**config.mk**
```make
export PLATFORM = sky130hd
export DESIGN_NAME = viterbi_decoder_flat
export DESIGN_NICKNAME = d
export VERILOG_FILES = /design/src/rtl/viterbi_pkg.sv /design/src/rtl/viterbi_decoder_if.sv /design/src/rtl/viterbi_acs.sv /design/src/rtl/viterbi_decoder.sv /design/src/flat_wrapper.sv
export SDC_FILE = /design/constraint.sdc
export NUM_CORES = 1
export LEC_CHECK = 0
export CAP_MARGIN = 20
export CORE_MARGIN = 3
export CORE_UTILIZATION = 55
export DETAILED_ROUTE_END_ITERATION = 8
export GPL_TIMING_DRIVEN = 0
export PLACE_DENSITY_LB_ADDON = 0.1
export SYNTH_ARGS = -nofsm -noshare
export SYNTH_HDL_FRONTEND = slang
export SYNTH_SLANG_ARGS = --single-unit
export TNS_END_PERCENT = 100
```
**constraint.sdc**
```tcl
create_clock -name clk -period 23.3 [get_ports clk]
set_input_delay 2.33 -clock clk [delete_from_list [all_inputs] [get_ports clk]]
set_output_delay 2.33 -clock clk [all_outputs]
set_load 0.01 [all_outputs]
```
**src/rtl/viterbi_pkg.sv**
```systemverilog
// Shared constants, types and the trellis branch-output helper for the
// K=3, rate 1/2 (G0=111, G1=101) hard-decision Viterbi decoder.
package viterbi_pkg;

  localparam int K          = 3;
  localparam int NUM_STATES = 4;

  localparam logic [K-1:0] G0 = 3'b111;
  localparam logic [K-1:0] G1 = 3'b101;

  // Encoder state {u[n-1], u[n-2]}
  typedef logic [1:0] state_t;

  // Widest metric supported; users slice down to METRIC_W bits
  typedef logic [7:0] metric_t;

  // Code symbol {G0 bit, G1 bit} emitted when bit b enters state s
  function automatic logic [1:0] branch_out(input state_t s, input logic b);
    logic [K-1:0] taps;
    taps = {b, s};
    return {^(taps & G0), ^(taps & G1)};
  endfunction

endpackage

```
**src/rtl/viterbi_decoder_if.sv**
```systemverilog
// Symbol stream in / decoded bit out bundle for viterbi_decoder.
// Handshake: a symbol is consumed on every rising clk edge where enable is
// high; there is no back-pressure, the decoder accepts one symbol per cycle.
// Optional best_metric port exists only when VITERBI_METRIC_OUT_EN is defined.
interface viterbi_decoder_if
`ifdef VITERBI_METRIC_OUT_EN
  #(parameter int METRIC_W = 6)
`endif
  ;

  logic       enable;
  logic [1:0] d_in;
  logic       d_out;
`ifdef VITERBI_METRIC_OUT_EN
  logic [METRIC_W-1:0] best_metric;
`endif

`ifdef VITERBI_METRIC_OUT_EN
  modport master (output enable, output d_in, input d_out, input best_metric);
  modport slave  (input enable, input d_in, output d_out, output best_metric);
`else
  modport master (output enable, output d_in, input d_out);
  modport slave  (input enable, input d_in, output d_out);
`endif

endinterface

```
**src/rtl/viterbi_acs.sv**
```systemverilog
// Compare-select for one trellis state: picks the smaller of two candidate
// path metrics; on a tie the lower-index predecessor (cand0) wins.
module viterbi_acs
  import viterbi_pkg::*;
#(
  parameter int METRIC_W = 6
) (
  input  logic [METRIC_W-1:0] cand0,
  input  logic [METRIC_W-1:0] cand1,
  output logic [METRIC_W-1:0] metric,
  output logic                dec
);

  // Select strictly smaller candidate so ties resolve toward cand0
  always_comb begin
    dec    = (cand1 < cand0);
    metric = dec ? cand1 : cand0;
  end

endmodule

```
**src/rtl/viterbi_decoder.sv**
```systemverilog
// Hard-decision Viterbi decoder, K=3 rate 1/2, register-exchange survivors.
// Output d_out at the k-th enable is the decision for symbol k-TB_DEPTH,
// taken from the best pre-update path. Optional macro VITERBI_METRIC_OUT_EN
// adds a registered best_metric output.
module viterbi_decoder
  import viterbi_pkg::*;
#(
  parameter int TB_DEPTH = 16,
  parameter int METRIC_W = 6
) (
  input logic             clk,
  input logic             rst,
  viterbi_decoder_if.slave bus
);

  // Non-zero start states are penalised so decoding begins from state 00
  localparam metric_t                PM_INIT_FULL = metric_t'((1 << (METRIC_W - 1)) - 1);
  localparam logic [METRIC_W-1:0]    PM_INIT      = PM_INIT_FULL[METRIC_W-1:0];

  logic [METRIC_W-1:0] pm        [NUM_STATES];
  logic [TB_DEPTH-1:0] surv      [NUM_STATES];
  logic [METRIC_W-1:0] acs_metric[NUM_STATES];
  logic [METRIC_W-1:0] norm_pm   [NUM_STATES];
  logic [TB_DEPTH-1:0] next_surv [NUM_STATES];
  logic                dec       [NUM_STATES];
  state_t              winner    [NUM_STATES];
  logic [METRIC_W-1:0] min_new;
  state_t              best;
  logic [METRIC_W-1:0] best_pm;
  logic                d_out_q;

  function automatic logic [METRIC_W-1:0] hamming(input logic [1:0] a, input logic [1:0] b);
    logic [1:0] x;
    x = a ^ b;
    return METRIC_W'(x[1]) + METRIC_W'(x[0]);
  endfunction

  // State ns={b,x} is entered from {x,0} and {x,1} with input bit b
  for (genvar gs = 0; gs < NUM_STATES; gs++) begin : g_acs
    localparam state_t P0     = state_t'((gs % 2) * 2);
    localparam state_t P1     = state_t'((gs % 2) * 2 + 1);
    localparam logic   IN_BIT = (gs >= 2);

    logic [METRIC_W-1:0] cand0;
    logic [METRIC_W-1:0] cand1;

    assign cand0 = pm[P0] + hamming(bus.d_in, branch_out(P0, IN_BIT));
    assign cand1 = pm[P1] + hamming(bus.d_in, branch_out(P1, IN_BIT));

    viterbi_acs #(.METRIC_W(METRIC_W)) u_acs (
      .cand0  (cand0),
      .cand1  (cand1),
      .metric (acs_metric[gs]),
      .dec    (dec[gs])
    );

    assign winner[gs]    = dec[gs] ? P1 : P0;
    assign next_surv[gs] = {surv[winner[gs]][TB_DEPTH-2:0], IN_BIT};
  end

  // Normalise new metrics so the smallest is zero and nothing can wrap
  always_comb begin
    min_new = acs_metric[0];
    for (int i = 1; i < NUM_STATES; i++) begin
      if (acs_metric[i] < min_new) min_new = acs_metric[i];
    end
    for (int i = 0; i < NUM_STATES; i++) begin
      norm_pm[i] = acs_metric[i] - min_new;
    end
  end

  // Best pre-update state; strict compare keeps the lowest index on a tie
  always_comb begin
    best    = '0;
    best_pm = pm[0];
    for (int i = 1; i < NUM_STATES; i++) begin
      if (pm[i] < best_pm) begin
        best    = state_t'(i);
        best_pm = pm[i];
      end
    end
  end

  // Metric, survivor and output registers advance only on enabled symbols
  always_ff @(posedge clk or negedge rst) begin
    if (!rst) begin
      pm[0]   <= '0;
      surv[0] <= '0;
      for (int i = 1; i < NUM_STATES; i++) begin
        pm[i]   <= PM_INIT;
        surv[i] <= '0;
      end
      d_out_q <= 1'b0;
    end else if (bus.enable) begin
      for (int i = 0; i < NUM_STATES; i++) begin
        pm[i]   <= norm_pm[i];
        surv[i] <= next_surv[i];
      end
      d_out_q <= surv[best][TB_DEPTH-1];
    end
  end

  assign bus.d_out = d_out_q;

`ifdef VITERBI_METRIC_OUT_EN
  logic [METRIC_W-1:0] best_metric_q;

  // Minimum metric seen before this symbol's update
  always_ff @(posedge clk or negedge rst) begin
    if (!rst) begin
      best_metric_q <= '0;
    end else if (bus.enable) begin
      best_metric_q <= best_pm;
    end
  end

  assign bus.best_metric = best_metric_q;
`endif

endmodule

```
**src/flat_wrapper.sv**
```systemverilog
// flat-port wrapper written by rule: the top's interface ports become plain ports
module viterbi_decoder_flat import viterbi_pkg::*;
#(
  parameter int TB_DEPTH = 16,
  parameter int METRIC_W = 6
)
  (clk, rst, bus_enable, bus_d_in, bus_d_out);
  viterbi_decoder_if bus_i ();
  input logic clk;
  input logic rst;
  input wire logic [$bits(bus_i.enable)-1:0] bus_enable;
  input wire logic [$bits(bus_i.d_in)-1:0] bus_d_in;
  output wire logic [$bits(bus_i.d_out)-1:0] bus_d_out;
  assign bus_i.enable = bus_enable;
  assign bus_i.d_in = bus_d_in;
  assign bus_d_out = bus_i.d_out;
  viterbi_decoder #(.TB_DEPTH(TB_DEPTH), .METRIC_W(METRIC_W)) u_core (.clk(clk), .rst(rst), .bus(bus_i));
endmodule
```
==> metrics.csv <==
metric,value,unit
regArea,2120,µm²
synthFlopType,dfrtp_1,
grt_max_degree,74,
busiest_layer,met2,
cts.sinks,84,
ys_seq_elements,84,
row_count,43,
fin_nets,1008,
area_growth,7.18,%
synth_warnings,0,
slowest_stage,clkdlybuf4s50_1,
cp_num_buf_inv,8,
r2r-start,u_core.pm[7],
drt-wirelength-per-cell,20.4,µm
root_buffer,clkbuf_16,
die_h,125,µm
worst_slew_pin_slew,0.979,ns
crit_path_end_kind,flop,
grt_pass1_vias,6896,
crit_top_cell,ha_1,
numPortBuffers,4,
hpwlAfterDp,17.4,mm
finish.utilization,60.4,%
dieArea,15700,µm²
vias_per_cell,6.35,
crit_start,bus_d_in[0],
worstSetupPathType,in -> reg,
worstSetupStartpointType,input port,
postCtsHoldBufs,0,
wirelength,22.8,mm
initial_core_util,56.4,%
rsz0062_at_grt,false,
syn-num-nets,992,
crit_fanout,10,
synth_area_leaders,"dfrtp_1 22%, ha_1 11%, mux2i_1 11%",
period_share,62.0,%
die-width,125,µm
clkLatencyLatePin,0.34,ns
synth.avg_cell_area,8.57,µm²
cp.required,23.49,ns
pin_count,6,
fmax,0.0692,GHz
htree_levels,3,
synth_top_cell_area_share,22.0,%
status,"finished, final reports clean",
gr-usage-all-layers,29.1,%
cpPeakStageDelay,0.72,ns
grt_pass1_wl,36.6,mm
hold_viol,0,
grtUsageMet2,42.4,%
drt_iter0_drc,593,
cp_data_arrival_time,14.63,ns
synth.distinct_cells,88,
coreArea,13900,µm²
diodes,0,
slew_headroom,34.7,%
cts-buffers-inserted,9,
drc_errors,0,
postSynthCellCount,916,
cts_tree,yes,
num_vias,7092,
multi_input_area,5320,µm²
ys_seq_area_share,27.0,%
gp_congestion,1.02,
synth_edf_count,0,
path_delay_family,compound AO/OA/AOI/OAI gates,
antenna_found_initial,0,
yosys.area.top_type,dfrtp_1,
grt_util_met3,8.33,%
synthArstFlopShare,100,%
hp-class,reg -> reg,
grt_overflow_total,0,
worstHoldStart,u_core.surv[0],
fin_worst_skew,0.00726,ns
cts_resized,0,
clkTransAtPathRegs,0.06,ns
ant_nets,0,
cap_violations,0,
drv_slew,0,
setup_viol,0,
met1_usage,41.0,%
fin_crit,14.44,ns
drtPass1Iterations,7,
syn_area,7850,µm²
postCtsSetupRepairBufs,0,
cts_max_path_buffers,2,
tns,0,ns
n_fill_cell,1215,
final_layout_size_suffix_gt1_share,8.75,%
[placed cells by master, fill, tap and decap left out, drive strengths merged, types with 5 or more instances in the layout]
cell type	Yosys	final
a32oi	5	5
xor2	17	17
nand2b	11	11
and3	8	8
mux2i	85	85
nand2	48	48
clkbuf	27	41
a21oi	108	108
nor3	9	9
dfstp	15	15
nor2	120	120
o221ai	5	5
ha	71	71
nand4	7	7
nand3b	5	5
o31ai	5	5
o21a	6	6
inv	57	57
a21o	16	16
and2	13	13
o21ai	36	36
or2	5	5
dfrtp	69	69
buf	15	17
a31oi	10	10
xnor2	39	39
mux2	11	11
nand3	11	11
[through the flow]
stage	area, µm²	hold WS [ns]	worst slack [ns]	std cells
after global placement	8120	0.450	9.23	1100
after floorplan	7850	0.439	12.03	916
after CTS	8420	0.470	9.29	1117
after detailed placement	8140	0.456	8.97	1101
final	8420	0.475	8.86	1117
after global routing	8420	0.491	8.25	1117
[cell families after synthesis]
group / count (synthesis) / synth area share, %
and+or+nand+nor: 259 / 15.6
AOI/OAI and AO/OA: 249 / 21.5
buffers and inverters: 99 / 5.29
muxes: 96 / 12.7
DFF: 84 / 27.0
adders and majority gates: 73 / 11.6
xor gates and xnor gates: 56 / 6.34
[per-layer routing]
layer / routed length, µm / vias up
met5: 0 / -
met3: 2020 / 61
met4: 871 / 0
li1: - / 3325
met2: 9570 / 303
met1: 10300 / 3403
[state kept, by name, summed over array words and instances (netlist names)]
register,flops
u_core.pm,24
u_core.bus.d_out,1
u_core.surv,59
[path summary, 6_finish.rpt]
check                                  end  slack (ns)  depth (start not counted)
max                           u_core.pm[5]        8.86                         47
min                         u_core.surv[0]        0.47                          1
max reg2reg                   u_core.pm[5]       11.69                         44
min reg2reg                 u_core.surv[0]        0.47                          1
max in group asynchronous     u_core.pm[2]       20.80                          2
min in group asynchronous  u_core.surv[59]        1.85                          1
[Yosys cell counts, drive strengths merged, types with 4 or more instances]
master	n
nor3	9
nand3b	5
and2	13
a21oi	108
o21ai	36
a32oi	5
dfstp	15
a21o	16
nor2b	4
nand2b	11
nand3	11
nand4b	4
nor2	120
dfrtp	69
clkbuf	27
o31ai	5
xor2	17
o221ai	5
xnor2	39
mux2i	85
and3	8
inv	57
o22ai	4
a31oi	10
or2	5
nand4	7
o21a	6
o311ai	4
o211ai	4
buf	15
o2111ai	4
ha	71
nand2	48
mux2	11
[cell type report]
type,count,share of cell area (%)
inverters,57,2.54
repair buffers,5,0.773
plain buffers,42,2.39
flip-flops and latches,84,25.2
well taps,180,2.68
clock inverters,2,0.119
multi-input cells,733,63.2
clock buffers,14,3.14
Power is left out: the tool's default activity adds up to more than one toggle a clock period on the data nets, which glitch-free logic cannot reach.
